--- src/rtl/jag_lightpen_latch_if.sv ---
// jag_lightpen_latch_if: register-file read port
// of the light-pen capture block.
interface jag_lightpen_latch_if;
  logic        rd_stb;
  logic [1:0]  rd_addr;
  logic [15:0] rd_data;
  logic        rd_ack;

  modport master (
    output rd_stb,
    output rd_addr,
    input  rd_data,
    input  rd_ack
  );

  modport slave (
    input  rd_stb,
    input  rd_addr,
    output rd_data,
    output rd_ack
  );
endinterface

--- src/rtl/jag_lightpen_latch.sv ---
// jag_lightpen_latch: first-strike light-pen beam capture (xvclk).
// Define LP_HIT_AVG_EN to average up to 4 strikes per frame.
module jag_lightpen_latch #(
  parameter int SYNC_STAGES  = 2,
  parameter int X_COMP       = 0,
  parameter int HOLDOFF_CLKS = 128
) (
  input  logic                clk,
  input  logic                reset,
  input  logic                lp0,
  input  logic                lp1,
  input  logic [1:0]          port_mask,
  input  logic [11:0]         cycle,
  input  logic [9:0]          scanline,
  input  logic                vsync,
  jag_lightpen_latch_if.slave rd,
  output logic                irq
);
  localparam int HW =
    (HOLDOFF_CLKS > 2) ? $clog2(HOLDOFF_CLKS) : 1;
  localparam logic [HW-1:0] HOLD_INIT =
    HW'(HOLDOFF_CLKS - 1);
  localparam logic [11:0] XC = 12'(X_COMP);

  typedef enum logic [1:0] {
    IDLE,
    ARMED,
    LATCHED
  } state_t;

  state_t                 state_q, state_d;
  logic [SYNC_STAGES-1:0] sync0_q, sync1_q;
  logic [1:0]             mprev_q;
  logic                   vs_q;
  logic [HW-1:0]          hold_q, hold_d;
  logic [11:0]            lph_q, lph_d;
  logic [9:0]             lpv_q, lpv_d;
  logic                   hit_q, hit_d;
  logic                   ovr_q, ovr_d;
  logic                   nohit_q, nohit_d;
  logic                   pid_q, pid_d;
  logic                   irq_q, irq_d;
  logic                   ack_q;
  logic [1:0]             addr_q;
  logic [1:0]             lpm;
  logic                   edge0, edge1;
  logic                   strike, vs_rise;
  logic                   clr, cap;
  logic                   ov_set, nh_set;
  logic [11:0]            cyc_adj;
  logic                   avg_done;
  logic [11:0]            avg_x;
  logic [9:0]             avg_y;

  // Synchronise pen inputs and keep edge history.
  always_ff @(posedge clk) begin
    if (reset) begin
      sync0_q <= '0;
      sync1_q <= '0;
      mprev_q <= '0;
      vs_q    <= 1'b0;
    end else begin
      sync0_q[0] <= lp0;
      sync1_q[0] <= lp1;
      for (int i = 1; i < SYNC_STAGES; i++) begin
        sync0_q[i] <= sync0_q[i-1];
        sync1_q[i] <= sync1_q[i-1];
      end
      mprev_q <= lpm;
      vs_q    <= vsync;
    end
  end

  assign lpm = {sync1_q[SYNC_STAGES-1],
                sync0_q[SYNC_STAGES-1]} & port_mask;
  assign edge0   = lpm[0] & ~mprev_q[0];
  assign edge1   = lpm[1] & ~mprev_q[1];
  assign strike  = edge0 | edge1;
  assign vs_rise = vsync & ~vs_q;
  assign cyc_adj = (cycle >= XC) ? cycle - XC : '0;
  assign clr     = ack_q & (addr_q == 2'd2);

  // Frame FSM, status flags and capture selection.
  always_comb begin
    state_d = state_q;
    hold_d  = (hold_q != '0) ? hold_q - 1'b1 : hold_q;
    cap     = 1'b0;
    ov_set  = 1'b0;
    nh_set  = 1'b0;
    unique case (state_q)
      IDLE: begin
        if (vs_rise) state_d = ARMED;
      end
      ARMED: begin
        if (strike) begin
          cap     = 1'b1;
          ov_set  = hit_q;
          hold_d  = HOLD_INIT;
          state_d = LATCHED;
        end else if (vs_rise) begin
          nh_set = 1'b1;
        end
      end
      LATCHED: begin
        if (vs_rise) begin
          state_d = ARMED;
          hold_d  = '0;
        end else if (strike && hold_q == '0) begin
          ov_set = 1'b1;
        end
      end
      default: state_d = IDLE;
    endcase
    hit_d   = cap | (hit_q & ~clr);
    ovr_d   = ov_set | (ovr_q & ~clr);
    nohit_d = nh_set | (nohit_q & ~clr);
    pid_d   = cap ? ~edge0 : pid_q;
    lph_d   = lph_q;
    lpv_d   = lpv_q;
    if (cap) begin
      lph_d = cyc_adj;
      lpv_d = scanline;
    end else if (avg_done) begin
      lph_d = avg_x;
      lpv_d = avg_y;
    end
    irq_d = cap | avg_done;
  end

  // State and capture registers.
  always_ff @(posedge clk) begin
    if (reset) begin
      state_q <= IDLE;
      hold_q  <= '0;
      lph_q   <= '0;
      lpv_q   <= '0;
      hit_q   <= 1'b0;
      ovr_q   <= 1'b0;
      nohit_q <= 1'b0;
      pid_q   <= 1'b0;
      irq_q   <= 1'b0;
    end else begin
      state_q <= state_d;
      hold_q  <= hold_d;
      lph_q   <= lph_d;
      lpv_q   <= lpv_d;
      hit_q   <= hit_d;
      ovr_q   <= ovr_d;
      nohit_q <= nohit_d;
      pid_q   <= pid_d;
      irq_q   <= irq_d;
    end
  end

  // Read strobe pipeline: ack one clock after strobe.
  always_ff @(posedge clk) begin
    if (reset) begin
      ack_q  <= 1'b0;
      addr_q <= '0;
    end else begin
      ack_q <= rd.rd_stb;
      if (rd.rd_stb) addr_q <= rd.rd_addr;
    end
  end

  // Read data mux, zero outside the ack cycle.
  always_comb begin
    rd.rd_data = '0;
    if (ack_q) begin
      unique case (addr_q)
        2'd0:    rd.rd_data = {4'b0, lph_q};
        2'd1:    rd.rd_data = {6'b0, lpv_q};
        2'd2:    rd.rd_data = {12'b0, pid_q, nohit_q,
                               ovr_q, hit_q};
        default: rd.rd_data = '0;
      endcase
    end
  end

  assign rd.rd_ack = ack_q;
  assign irq       = irq_q;

`ifdef LP_HIT_AVG_EN
  logic [13:0] sumx_q, sumx_d;
  logic [11:0] sumy_q, sumy_d;
  logic [2:0]  cnt_q, cnt_d;
  logic        acc_en;

  // Divide by 1..4; 43691/2^17 is exact for s < 2^17.
  function automatic logic [11:0] div_cnt(
    input logic [13:0] s,
    input logic [2:0]  c
  );
    logic [31:0] w;
    unique case (c)
      3'd2:    w = {18'b0, s} >> 1;
      3'd3:    w = ({18'b0, s} * 32'd43691) >> 17;
      3'd4:    w = {18'b0, s} >> 2;
      default: w = {18'b0, s};
    endcase
    return 12'(w);
  endfunction

  // Accumulate strikes of the frame; vsync restarts.
  always_comb begin
    acc_en = strike && (cnt_q < 3'd4) &&
             ((state_q == ARMED) ||
              (state_q == LATCHED && !vs_rise));
    sumx_d = sumx_q;
    sumy_d = sumy_q;
    cnt_d  = cnt_q;
    if (vs_rise) begin
      sumx_d = '0;
      sumy_d = '0;
      cnt_d  = '0;
    end
    if (acc_en) begin
      sumx_d = sumx_d + 14'(cyc_adj);
      sumy_d = sumy_d + 12'(scanline);
      cnt_d  = cnt_d + 3'd1;
    end
  end

  // Accumulator registers.
  always_ff @(posedge clk) begin
    if (reset) begin
      sumx_q <= '0;
      sumy_q <= '0;
      cnt_q  <= '0;
    end else begin
      sumx_q <= sumx_d;
      sumy_q <= sumy_d;
      cnt_q  <= cnt_d;
    end
  end

  assign avg_done = vs_rise && (state_q == LATCHED) &&
                    (cnt_q != 3'd0);
  assign avg_x = div_cnt(sumx_q, cnt_q);
  assign avg_y = 10'(div_cnt({2'b0, sumy_q}, cnt_q));
`else
  assign avg_done = 1'b0;
  assign avg_x    = '0;
  assign avg_y    = '0;
`endif
endmodule

--- src/flat_wrapper.sv ---
// flat-port wrapper written by rule: the top's interface ports become plain ports
module jag_lightpen_latch_flat 
#(
  parameter int SYNC_STAGES  = 2,
  parameter int X_COMP       = 0,
  parameter int HOLDOFF_CLKS = 128
)
  (clk, reset, lp0, lp1, port_mask, cycle, scanline, vsync, irq, rd_rd_stb, rd_rd_addr, rd_rd_data, rd_rd_ack);
  jag_lightpen_latch_if rd_i ();
  input  logic clk;
  input  logic reset;
  input  logic lp0;
  input  logic lp1;
  input  logic [1:0] port_mask;
  input  logic [11:0] cycle;
  input  logic [9:0] scanline;
  input  logic vsync;
  output logic irq;
  input wire logic [$bits(rd_i.rd_stb)-1:0] rd_rd_stb;
  input wire logic [$bits(rd_i.rd_addr)-1:0] rd_rd_addr;
  output wire logic [$bits(rd_i.rd_data)-1:0] rd_rd_data;
  output wire logic [$bits(rd_i.rd_ack)-1:0] rd_rd_ack;
  assign rd_i.rd_stb = rd_rd_stb;
  assign rd_i.rd_addr = rd_rd_addr;
  assign rd_rd_data = rd_i.rd_data;
  assign rd_rd_ack = rd_i.rd_ack;
  jag_lightpen_latch #(.SYNC_STAGES(SYNC_STAGES), .X_COMP(X_COMP), .HOLDOFF_CLKS(HOLDOFF_CLKS)) u_core (.clk(clk), .reset(reset), .lp0(lp0), .lp1(lp1), .port_mask(port_mask), .cycle(cycle), .scanline(scanline), .vsync(vsync), .rd(rd_i), .irq(irq));
endmodule
--- config.mk ---
export PLATFORM = sky130hd
export DESIGN_NAME = jag_lightpen_latch_flat
export DESIGN_NICKNAME = d
export VERILOG_FILES = /design/src/rtl/jag_lightpen_latch_if.sv /design/src/rtl/jag_lightpen_latch.sv /design/src/flat_wrapper.sv
export SDC_FILE = /design/constraint.sdc
export NUM_CORES = 1
export LEC_CHECK = 0
export BUFFER_PORTS_ARGS = -buffer_cell sky130_fd_sc_hd__clkbuf_2
export CORE_AREA = 2 2 64 66
export DETAILED_ROUTE_END_ITERATION = 10
export DIE_AREA = 0 0 66 68
export PLACE_DENSITY = 0.82
export SLEW_MARGIN = 25
export SYNTH_ARGS = -nofsm -noshare
export SYNTH_HDL_FRONTEND = slang
export SYNTH_SLANG_ARGS = --single-unit
export TNS_END_PERCENT = 30
--- constraint.sdc ---
create_clock -name clk -period 4.3 [get_ports clk]
set_clock_uncertainty 0.1 [all_clocks]
set_input_delay 0.43 -clock clk [delete_from_list [all_inputs] [get_ports clk]]
set_output_delay 0.43 -clock clk [all_outputs]
set_load 0.1 [all_outputs]
**After elaboration in Yosys (flattened, before gate mapping)**

Index checks and enable logic that the tools add are counted.

- Input port bits: 32
- Register bits after elaboration: 46
- Output and inout bits: 18
- Logic and storage cells: 66

- Eq/ne operators: 6
- Muxes and demuxes: 19
- Bitwise gates (word level): 17
- Reduce and logical (&&, ||, !) cells: 7
- Add/subtract/negate cells: 1
- Order comparisons: 1

Operators by type and width:

| cell | count |
|---|---|
| $pmux W12 S3 | 1 |
| $mux W7 | 3 |
| $mux W16 | 1 |
| $pmux W7 S2 | 1 |
| $ge A12 B1 Y1 const B | 1 |
| $mux W12 | 1 |
| $mux W1 | 8 |
| $and A1 B1 Y1 | 7 |
| $logic_not A7 Y1 | 1 |
| $reduce_bool A7 Y1 | 1 |
| $sub A7 B1 Y7 const B | 1 |
| $not A1 Y1 | 5 |
| $eq A2 B1 Y1 const B | 2 |
| $eq A2 B2 Y1 const B | 2 |
| $logic_not A2 Y1 | 2 |
| $mux W2 | 2 |
| $ne A2 B1 Y1 const B | 2 |
| $or A1 B1 Y1 | 4 |
| $pmux W2 S2 | 1 |
| $and A2 B2 Y2 | 1 |
| $pmux W1 S2 | 1 |
| $reduce_and A2 Y1 | 1 |
| $reduce_or A2 Y1 | 1 |
| $logic_and A1 B1 Y1 | 1 |

**Longest topological paths before layout**

Gate-level depths: netlist (run 1).

- Depth in word-level cells: 8
- Depth in mapped cells: 7
- Mapped depth without buffers: 6

**Worst setup path before layout (run 1)**

Ideal clock, no wire load.

- Path kind: register to output
- From: reg u_core.ack_q, in the netlist u_core.rd.rd_ack
- To: out rd_rd_data[10]
- Stages on the path, launching flop included: 4
- Data arrival time: 3.510 ns
- Path slack: 0.260 ns
- Cells stage by stage: dfxtp_1 nand2b_1 clkbuf_1 nor3b_1

- Longest elaborated chain between the ends: 1

Ends and longest elaborated chain:

| element | line | RTL |
|---|---|---|
| start, declared | jag_lightpen_latch.sv:43 | `logic ack_q;` |
| start signal, assigned | jag_lightpen_latch.sv:161 | `ack_q <= rd.rd_stb;` |
| $mux W16 | jag_lightpen_latch.sv:169 | `if (ack_q) begin` |
| end, declared | flat_wrapper.sv:21 | `output wire logic [$bits(rd_i.rd_data)-1:0] rd_rd_data;` |

No other way between the ends.

**Worst setup path in the final report (run 1)**

- From: reg u_core.addr_q[0]
- To: out rd_rd_data[3]

- Longest elaborated chain between the ends: 3

Ends and longest elaborated chain:

| element | line | RTL |
|---|---|---|
| start, declared | jag_lightpen_latch.sv:44 | `logic [1:0] addr_q;` |
| start signal, assigned | jag_lightpen_latch.sv:162 | `if (rd.rd_stb) addr_q <= rd.rd_addr;` |
| $eq A2 B2 Y1 (tied with other cells) | jag_lightpen_latch.sv:170 | `unique case (addr_q)` |
| $pmux W12 S3 (*) | jag_lightpen_latch.sv:170 |  |
| $mux W16 (*) | jag_lightpen_latch.sv:169 |  |

Every way passes the cells marked *; elsewhere a longest branch is shown, timed or not.

==> impl_metrics.json, run 1 <==
{
  "yosysWarnings": 0,
  "synth_edf_count": 0,
  "setup_viol": 0,
  "final.min_clock_period_ns": 2.605,
  "p_per_area_nw_per_um2": 488.2,
  "nets": 321,
  "wl_per_cell_um": 12.74,
  "drt_iter0_drc": 137,
  "place_ws_ns": 1.975,
  "h-tree-depth": 2,
  "gp_congestion": 0.7360,
  "drc": 0,
  "finalSetupTns_ns": 0,
  "ys_ff_latch": 46,
  "diodes": 0,
  "core-area_um2": 3856,
  "ir_drop_mv": 0.5105,
  "rsz0062_at_grt": "no",
  "grt_pass1_vias": 1496,
  "cts_made_buffers": 5,
  "cts.reportedPaths.clkPinSlew_ns": 0.08,
  "clock_sinks": 46,
  "start_util_pct": 54.28,
  "min_period_over_period_pct": 60.58,
  "dr.pass1.iters": 4,
  "setup.worst_path.end_class": "output port",
  "grt_pass1_wl_mm": 6.492,
  "timing.final.ws_setup_ns": 1.695,
  "final_common_cell": "dfxtp_1",
  "drive_gt1_share_pct": 21.40,
  "critPathKind": "flip-flop to output port",
  "drt-total-wl_mm": 4.269,
  "numPortBuffers": 45,
  "num_io_pins": 50,
  "relSlewSlack_pct": 46.75,
  "slew_violations": 0,
  "synth-seq-area-share_pct": 43.99,
  "run_status": "completed",
  "cellLeakagePower_uw": 0.0009570,
  "cp_slowest_stage_delay_ns": 0.78,
  "chipHeight_um": 68,
  "chipWidth_um": 66,
  "grt_max_degree": 41,
  "overflow": 0,
  "syn_avg_cell_area_um2": 8.475,
  "syn_area_um2": 2093,
  "yosysUniqueCellTypes": 43,
  "synthCells": 247,
  "cp_cell_sequence": "nor2b_1 > nand2_1 > o21ai_0 > and2_1 > clkbuf_2",
  "place_hpwl_mm": 2.968,
  "grt_antenna_before_repair": 0,
  "clockBufferDepth": 2,
  "cts-hold-fix-buffers": 0,
  "max_slew.worst_pin.slew_ns": 0.7987,
  "async_flop_share_pct": 0,
  "cts_setup_buffers": 0,
  "max_cap_violations": 0,
  "layout_common_cells": "dfxtp_1, clkbuf_2, nand2_1, a21oi_1, nand3_1",
  "row_count": 23,
  "crit_fanout": 14,
  "ctsResizeCount": 0,
  "hold_viol": 0,
  "fillers": 363,
  "die-area_um2": 4488,
  "drtAntennaViolNets": 0,
  "vias": 1755,
  "slowest_stage": "dfxtp_1",
  "insertion_delay_ns": 0.30,
  "hp-class": "primary input to flip-flop",
  "crit_required_ns": 3.77,
  "clock.fmax_mhz": 383.9,
  "synth_top_flop_cell": "dfxtp_1",
  "start_kind": "flip-flop",
  "viasPerCell": 5.239,
  "crit_arrival_ns": 2.08,
  "area_delta_synth_final_pct": 14.47,
  "cts_root_buf": "clkbuf_8",
  "cts_tree": "yes",
  "track_usage_pct": 19.37
}
==> layout make-up <==
class / instances / area (µm²) / share of cell area [%]
Clock buffer: 7 / 76.32 / 3.185
Clock inverter: 1 / 30.03 / 1.253
Inverter: 8 / 30.03 / 1.253
Multi-Input combinational cell: 177 / 1040 / 43.39
Sequential cell: 46 / 920.9 / 38.43
Tap cell: 50 / 62.56 / 2.611
Timing Repair Buffer: 46 / 236.5 / 9.869
==> report_power, final <==
group | switching [µW] | internal, µW
registers | 43.9 | 468
logic | 190 | 156
clock network | 138 | 174
total | 372 | 797
==> layer usage <==
| metal | global-route usage [%] | share of wire, % | vias to the layer above |
|---|---|---|---|
| li1 | - | - | 897 |
| met1 | 22.79 | 46 | 810 |
| met2 | 32.58 | 48 | 42 |
| met3 | 4.605 | 4.5 | 6 |
| met4 | 10.97 | 1.3 | 0 |
| met5 | 0 | 0 | - |
==> per-stage QoR <==
stage | area [µm²] | total power [µW] | std cells | util, % | hold WS [ns]
after global placement | 2278 | 850.1 | 326 | 59.09 | 0.3177
after detailed placement | 2278 | 861.7 | 326 | 59.09 | 0.3229
final | 2396 | 1170 | 335 | 62.14 | 0.2318
after floorplan | 2105 | 804.4 | 250 | - | 0.3122
after global routing | 2396 | 1241 | 335 | 62.14 | 0.2267
after CTS | 2385 | 1175 | 334 | 61.84 | 0.2311
==> kinds of logic after synthesis <==
logic type                 synth area share (%)
other                                    0.1791
and+or+nand+nor                           24.03
adders and majority gates                 2.989
xor gates and xnor gates                  1.674
DFF                                       43.99
buffers and inverters                     6.874
AOI/OAI and AO/OA                         13.33
muxes                                     6.933
==> Yosys cell counts (2+ instances only) <==
cell type	number	area [µm²]
nor3b_1	3	22.52
xor2_1	3	26.28
and2_1	4	25.02
a21oi_1	31	155.2
o21ai_0	6	30.03
mux2i_1	13	130.1
nor2b_1	7	43.79
buf_2	4	20.02
a211oi_1	2	15.01
ha_1	5	62.56
nand2b_1	2	12.51
clkbuf_1	5	18.77
nand2_1	37	138.9
dfxtp_1	46	920.9
or3_1	2	12.51
nor2_1	15	56.30
inv_1	8	30.03
nand3_1	22	110.1
buf_6	2	22.52
buf_1	2	7.510
buf_4	6	45.04
==> registers in the layout, indices dropped and copies added (netlist names), 2 cells and up <==
register / count
u_core.lph_q: 12
u_core.lpv_q: 10
u_core.hold_q: 7
u_core.addr_q: 2
u_core.mprev_q: 2
u_core.state_q: 2
u_core.sync0_q: 2
u_core.sync1_q: 2
==> critical path, delay by kind of cell, from the launching register on <==
family / cells / cell delay [ns]
buffers and inverters: 1 / 0.36
AOI/OAI and AO/OA: 1 / 0.09
and+or+nand+nor: 3 / 0.54
DFF: 1 / 0.78
==> final timing paths <==
path                      from  cells after the start           endpoint  slack [ns]
max reg2reg  u_core.state_q[1]                      6  u_core.state_q[0]        2.25
min               port_mask[1]                      3  u_core.mprev_q[1]        0.23
max           u_core.addr_q[0]                      5      rd_rd_data[3]        1.69
min reg2reg  u_core.sync1_q[1]                      2  u_core.mprev_q[1]        0.33
No activity file was read; power rests on OpenSTA's default activity.
==> run 2, diff against run 1 <==
--- a/config.mk
+++ b/config.mk
@@ -6,10 +6,10 @@
 export NUM_CORES = 1
 export LEC_CHECK = 0
 export BUFFER_PORTS_ARGS = -buffer_cell sky130_fd_sc_hd__clkbuf_2
-export CORE_AREA = 2 2 64 66
+export CORE_AREA = 2 2 66 68
 export DETAILED_ROUTE_END_ITERATION = 10
-export DIE_AREA = 0 0 66 68
-export PLACE_DENSITY = 0.82
+export DIE_AREA = 0 0 68 70
+export PLACE_DENSITY = 0.78
 export SLEW_MARGIN = 25
 export SYNTH_ARGS = -nofsm -noshare
 export SYNTH_HDL_FRONTEND = slang
==> constraint.sdc (replaced) <==
create_clock -name clk -period 2.45 [get_ports clk]
set_clock_uncertainty 0.1 [all_clocks]
set_input_delay 0.245 -clock clk [delete_from_list [all_inputs] [get_ports clk]]
set_output_delay 0.245 -clock clk [all_outputs]
set_load 0.1 [all_outputs]
==> impl_metrics.json, run 2 (same netlist as run 1, synthesis figures left out) <==
{
  "endpoint": "rd_rd_data[8]",
  "drt_iter0_drc": 103,
  "wl_per_cell_um": 12.86,
  "clock.fmax_mhz": 439.2,
  "drtAntennaViolNets": 0,
  "cts_root_buf": "clkbuf_8",
  "drt-total-wl_mm": 4.372,
  "overflow": 0,
  "cts.reportedPaths.clkPinSlew_ns": 0.08,
  "hp-class": "primary input to flip-flop",
  "total_power_uw": 2070,
  "start_util_pct": 50.51,
  "cts_setup_buffers": 0,
  "drc": 0,
  "final.min_clock_period_ns": 2.277,
  "layout_common_cells": "dfxtp_1, clkbuf_2, nand2_1, a21oi_1, nand3_1",
  "setup.worst_path.end_class": "output port",
  "reg_top3": "u_core.lph_q x12, u_core.lpv_q x10, u_core.hold_q x7",
  "crit_fanout": 9,
  "grt_max_degree": 27,
  "grt_pass1_vias": 1671,
  "hold_viol": 0,
  "rsz0062_at_grt": "no",
  "cts_made_buffers": 5,
  "fin_area_um2": 2489,
  "max_slew.worst_pin.slew_ns": 0.6778,
  "crit_arrival_ns": 1.93,
  "top_layer": "met4",
  "run_status": "completed",
  "hold_depth": 2,
  "reg2reg_to": "u_core.hold_q[2]",
  "insertion_delay_ns": 0.31,
  "slew_violations": 0,
  "placed_area_um2": 2380,
  "place_hpwl_mm": 3.064,
  "r2r_cells": 5,
  "h-tree-depth": 2,
  "num_io_pins": 50,
  "start_kind": "flip-flop",
  "drt-met1-wl_mm": 1.974,
  "final_common_cell": "dfxtp_1",
  "core-area_um2": 4144,
  "min_period_over_period_pct": 92.93,
  "dr.pass1.iters": 4,
  "gp_congestion": 0.7403,
  "rrSetupSlack_ns": 0.74,
  "nets": 324,
  "p_per_area_nw_per_um2": 831.6,
  "wl_met3_um": 198,
  "grt_antenna_before_repair": 0,
  "max_cap_violations": 0,
  "setup_viol": 0,
  "drive_gt1_share_pct": 26.04,
  "chipWidth_um": 68,
  "cellLeakagePower_uw": 0.0009895,
  "r2r-start": "u_core.mprev_q[1]",
  "ctsResizeCount": 0,
  "ir_drop_mv": 0.6462,
  "wl_met2_mm": 2.110,
  "die-area_um2": 4760,
  "numPortBuffers": 45,
  "regMostFlops": "u_core.lph_q",
  "finalSetupTns_ns": 0,
  "chipHeight_um": 70,
  "crit_required_ns": 2.11,
  "clockBufferDepth": 2,
  "cp-startpoint": "u_core.addr_q[0]",
  "critPathKind": "flip-flop to output port",
  "vias": 1756,
  "grt_pass1_wl_mm": 7.217,
  "cts_tree": "yes",
  "final_core_util_pct": 60.05,
  "largest_reg_flops": 12,
  "clock_sinks": 46,
  "diodes": 0,
  "track_usage_pct": 19.79,
  "viasPerCell": 5.165,
  "area_delta_synth_final_pct": 18.89,
  "row_count": 24,
  "cts-hold-fix-buffers": 0,
  "relSlewSlack_pct": 54.64
}
-- run 2: cell type report --
| cell class | instances | area [µm²] |
|---|---|---|
| fill | 387 | 1655 |
| multi-input combinational | 177 | 1077 |
| sequential | 46 | 922.1 |
| timing repair buffer | 49 | 285.3 |
| clock buffer | 5 | 68.82 |
| tap | 52 | 65.06 |
| clock inverter | 3 | 40.04 |
| inverter | 8 | 30.03 |
-- run 2: power breakdown --
group / total (µW) / switching (µW) / internal (µW) / leakage, µW
sequential: 898 / 76.8 / 821 / 0.000375
clock: 554 / 254 / 300 / 0.0000579
combinational: 618 / 342 / 276 / 0.000557
-- run 2: per-layer routing --
metal / GRT usage, % / vias up
li1: - / 904
met1: 23.72 / 801
met2: 33.55 / 43
met3: 3.221 / 8
met4: 9.333 / 0
met5: 0 / -
-- run 2: worst min-delay path by stage --
| stage | start | end | slack [ns] |
|---|---|---|---|
| after floorplan | port_mask[0] | u_core.mprev_q[0] | 0.26 |
| after global placement | u_core.sync0_q[0] | u_core.sync0_q[1] | 0.32 |
| after detailed placement | u_core.sync1_q[1] | u_core.mprev_q[1] | 0.33 |
| after CTS | port_mask[0] | u_core.mprev_q[0] | 0.04 |
| after global routing | port_mask[1] | u_core.mprev_q[1] | 0.06 |
| final | lp0 | u_core.sync0_q[0] | 0.05 |
-- run 2: worst max-delay path, cell delays in order, from the launching register on --
cell and delay, ns:
dfxtp_1 0.66, buf_4 0.27, mux2i_1 0.26, nor2_2 0.04
clkbuf_2 0.38
-- run 2: through the flow --
step	std cells	setup WS [ns]	hold WS, ns
finish	340	0.1732	0.04798
global placement	332	0.5299	0.3169
floorplan	250	0.1611	0.2588
global route	340	0.07020	0.05910
CTS	340	0.1616	0.04191
detailed placement	332	0.4993	0.3289
==> run 3, diff against run 2 <==
==> constraint.sdc (replaced) <==
create_clock -name clk -period 2.34 [get_ports clk]
set_clock_uncertainty 0.1 [all_clocks]
set_input_delay 0.234 -clock clk [delete_from_list [all_inputs] [get_ports clk]]
set_output_delay 0.234 -clock clk [all_outputs]
set_load 0.1 [all_outputs]
==> impl_metrics.json, run 3 (same netlist as run 1, synthesis figures left out) <==
{
  "overflow": 0,
  "ctsResizeCount": 0,
  "grt_max_degree": 27,
  "regMostFlops": "u_core.lph_q",
  "start_util_pct": 50.51,
  "final_core_util_pct": 60.18,
  "track_usage_pct": 19.61,
  "min_period_over_period_pct": 92.12,
  "area_delta_synth_final_pct": 19.13,
  "max_slew.worst_pin.slew_ns": 0.6188,
  "slowest_stage": "clkbuf_2",
  "dr.pass1.iters": 4,
  "timing.final.ws_setup_ns": 0.1843,
  "gp_congestion": 0.7140,
  "drtAntennaViolNets": 0,
  "relSlewSlack_pct": 58.59,
  "core-area_um2": 4144,
  "h-tree-depth": 2,
  "critPathKind": "flip-flop to output port",
  "largest_reg_flops": 12,
  "final_common_cell": "dfxtp_1",
  "cts_setup_buffers": 0,
  "final.min_clock_period_ns": 2.156,
  "viasPerCell": 5.174,
  "fillers": 390,
  "run_status": "completed",
  "reg_top3": "u_core.lph_q x12, u_core.lpv_q x10, u_core.hold_q x7",
  "cts_made_buffers": 5,
  "ir_drop_mv": 0.8276,
  "crit_fanout": 8,
  "drive_gt1_share_pct": 26.04,
  "die-area_um2": 4760,
  "setup.worst_path.end_class": "output port",
  "grt_antenna_before_repair": 0,
  "diodes": 0,
  "cts_root_buf": "clkbuf_8",
  "place_ws_ns": 0.4895,
  "wl_per_cell_um": 12.73,
  "num_io_pins": 50,
  "final-seq-area_um2": 922.1,
  "rsz0062_at_grt": "no",
  "numPortBuffers": 45,
  "multi_input_area_um2": 1077,
  "row_count": 24,
  "drt-total-wl_mm": 4.328,
  "grt_pass1_vias": 1676,
  "cp_slowest_stage_delay_ns": 0.48,
  "nets": 324,
  "insertion_delay_ns": 0.30,
  "cts-hold-fix-buffers": 0,
  "max_cap_violations": 0,
  "cts_tree": "yes",
  "clock_sinks": 46,
  "start_kind": "flip-flop",
  "cellLeakagePower_uw": 0.0009911,
  "layout_common_cells": "dfxtp_1, clkbuf_2, nand2_1, a21oi_1, nand3_1",
  "vias": 1759,
  "total_power_uw": 2166,
  "stdcell_count": 340,
  "crit_required_ns": 2.01,
  "chipHeight_um": 70,
  "place_inst": 332,
  "rrSetupSlack_ns": 0.69,
  "clock.fmax_mhz": 463.9,
  "chipWidth_um": 68,
  "hold_viol": 0,
  "cts.reportedPaths.clkPinSlew_ns": 0.08,
  "drt_iter0_drc": 120,
  "finalSetupTns_ns": 0,
  "place_hpwl_mm": 3.086,
  "setup_viol": 0,
  "drc": 0,
  "crit_arrival_ns": 1.82,
  "slew_violations": 0,
  "hp-class": "primary input to flip-flop",
  "cp_cell_sequence": "nand2b_1 > nor3b_4 > clkbuf_2",
  "clockBufferDepth": 2,
  "p_per_area_nw_per_um2": 868.4,
  "grt_pass1_wl_mm": 7.134
}
-- run 3: layer usage --
layer,GRT usage (%),wire length [µm]
met3,4.509,274
met4,9.556,57
met1,23.15,1847
met2,32.58,2148
met5,0,0
-- run 3: final timing paths --
check / startpoint / endpoint / cells past startpoint
setup / recovery: u_core.addr_q[1] / rd_rd_data[10] / 3
hold / removal: port_mask[0] / u_core.mprev_q[0] / 3
setup reg to reg: u_core.mprev_q[1] / u_core.lph_q[6] / 5
hold reg to reg: u_core.sync0_q[1] / u_core.mprev_q[0] / 2
-- run 3: report_power, final --
part / leakage [µW] / internal (µW) / switching [µW]
registers: 0.000375 / 859 / 79.5
clock network: 0.0000579 / 314 / 259
logic: 0.000559 / 289 / 364
total: 0.000991 / 1460 / 703
-- run 3: cell type report --
| type | count | share of cell area (%) |
|---|---|---|
| clock buffers | 5 | 2.760 |
| inverters | 8 | 1.204 |
| well taps | 52 | 2.609 |
| repair buffers | 49 | 11.64 |
| multi-input cells | 177 | 43.20 |
| clock inverters | 3 | 1.606 |
| flip-flops and latches | 46 | 36.98 |
-- run 3: worst max-delay path, delay by kind of cell, from the launching register on --
family	cells	cell delay, ns
simple gates	2	0.69
buf+inv	1	0.48
flops	1	0.35
-- run 3: through the flow --
stage	instance area, µm²	hold slack [ns]
after detailed placement	2385	0.3272
after global placement	2385	0.3164
after CTS	2494	0.03229
after global routing	2494	0.04111
final	2494	0.03655
after floorplan	2143	0.2478
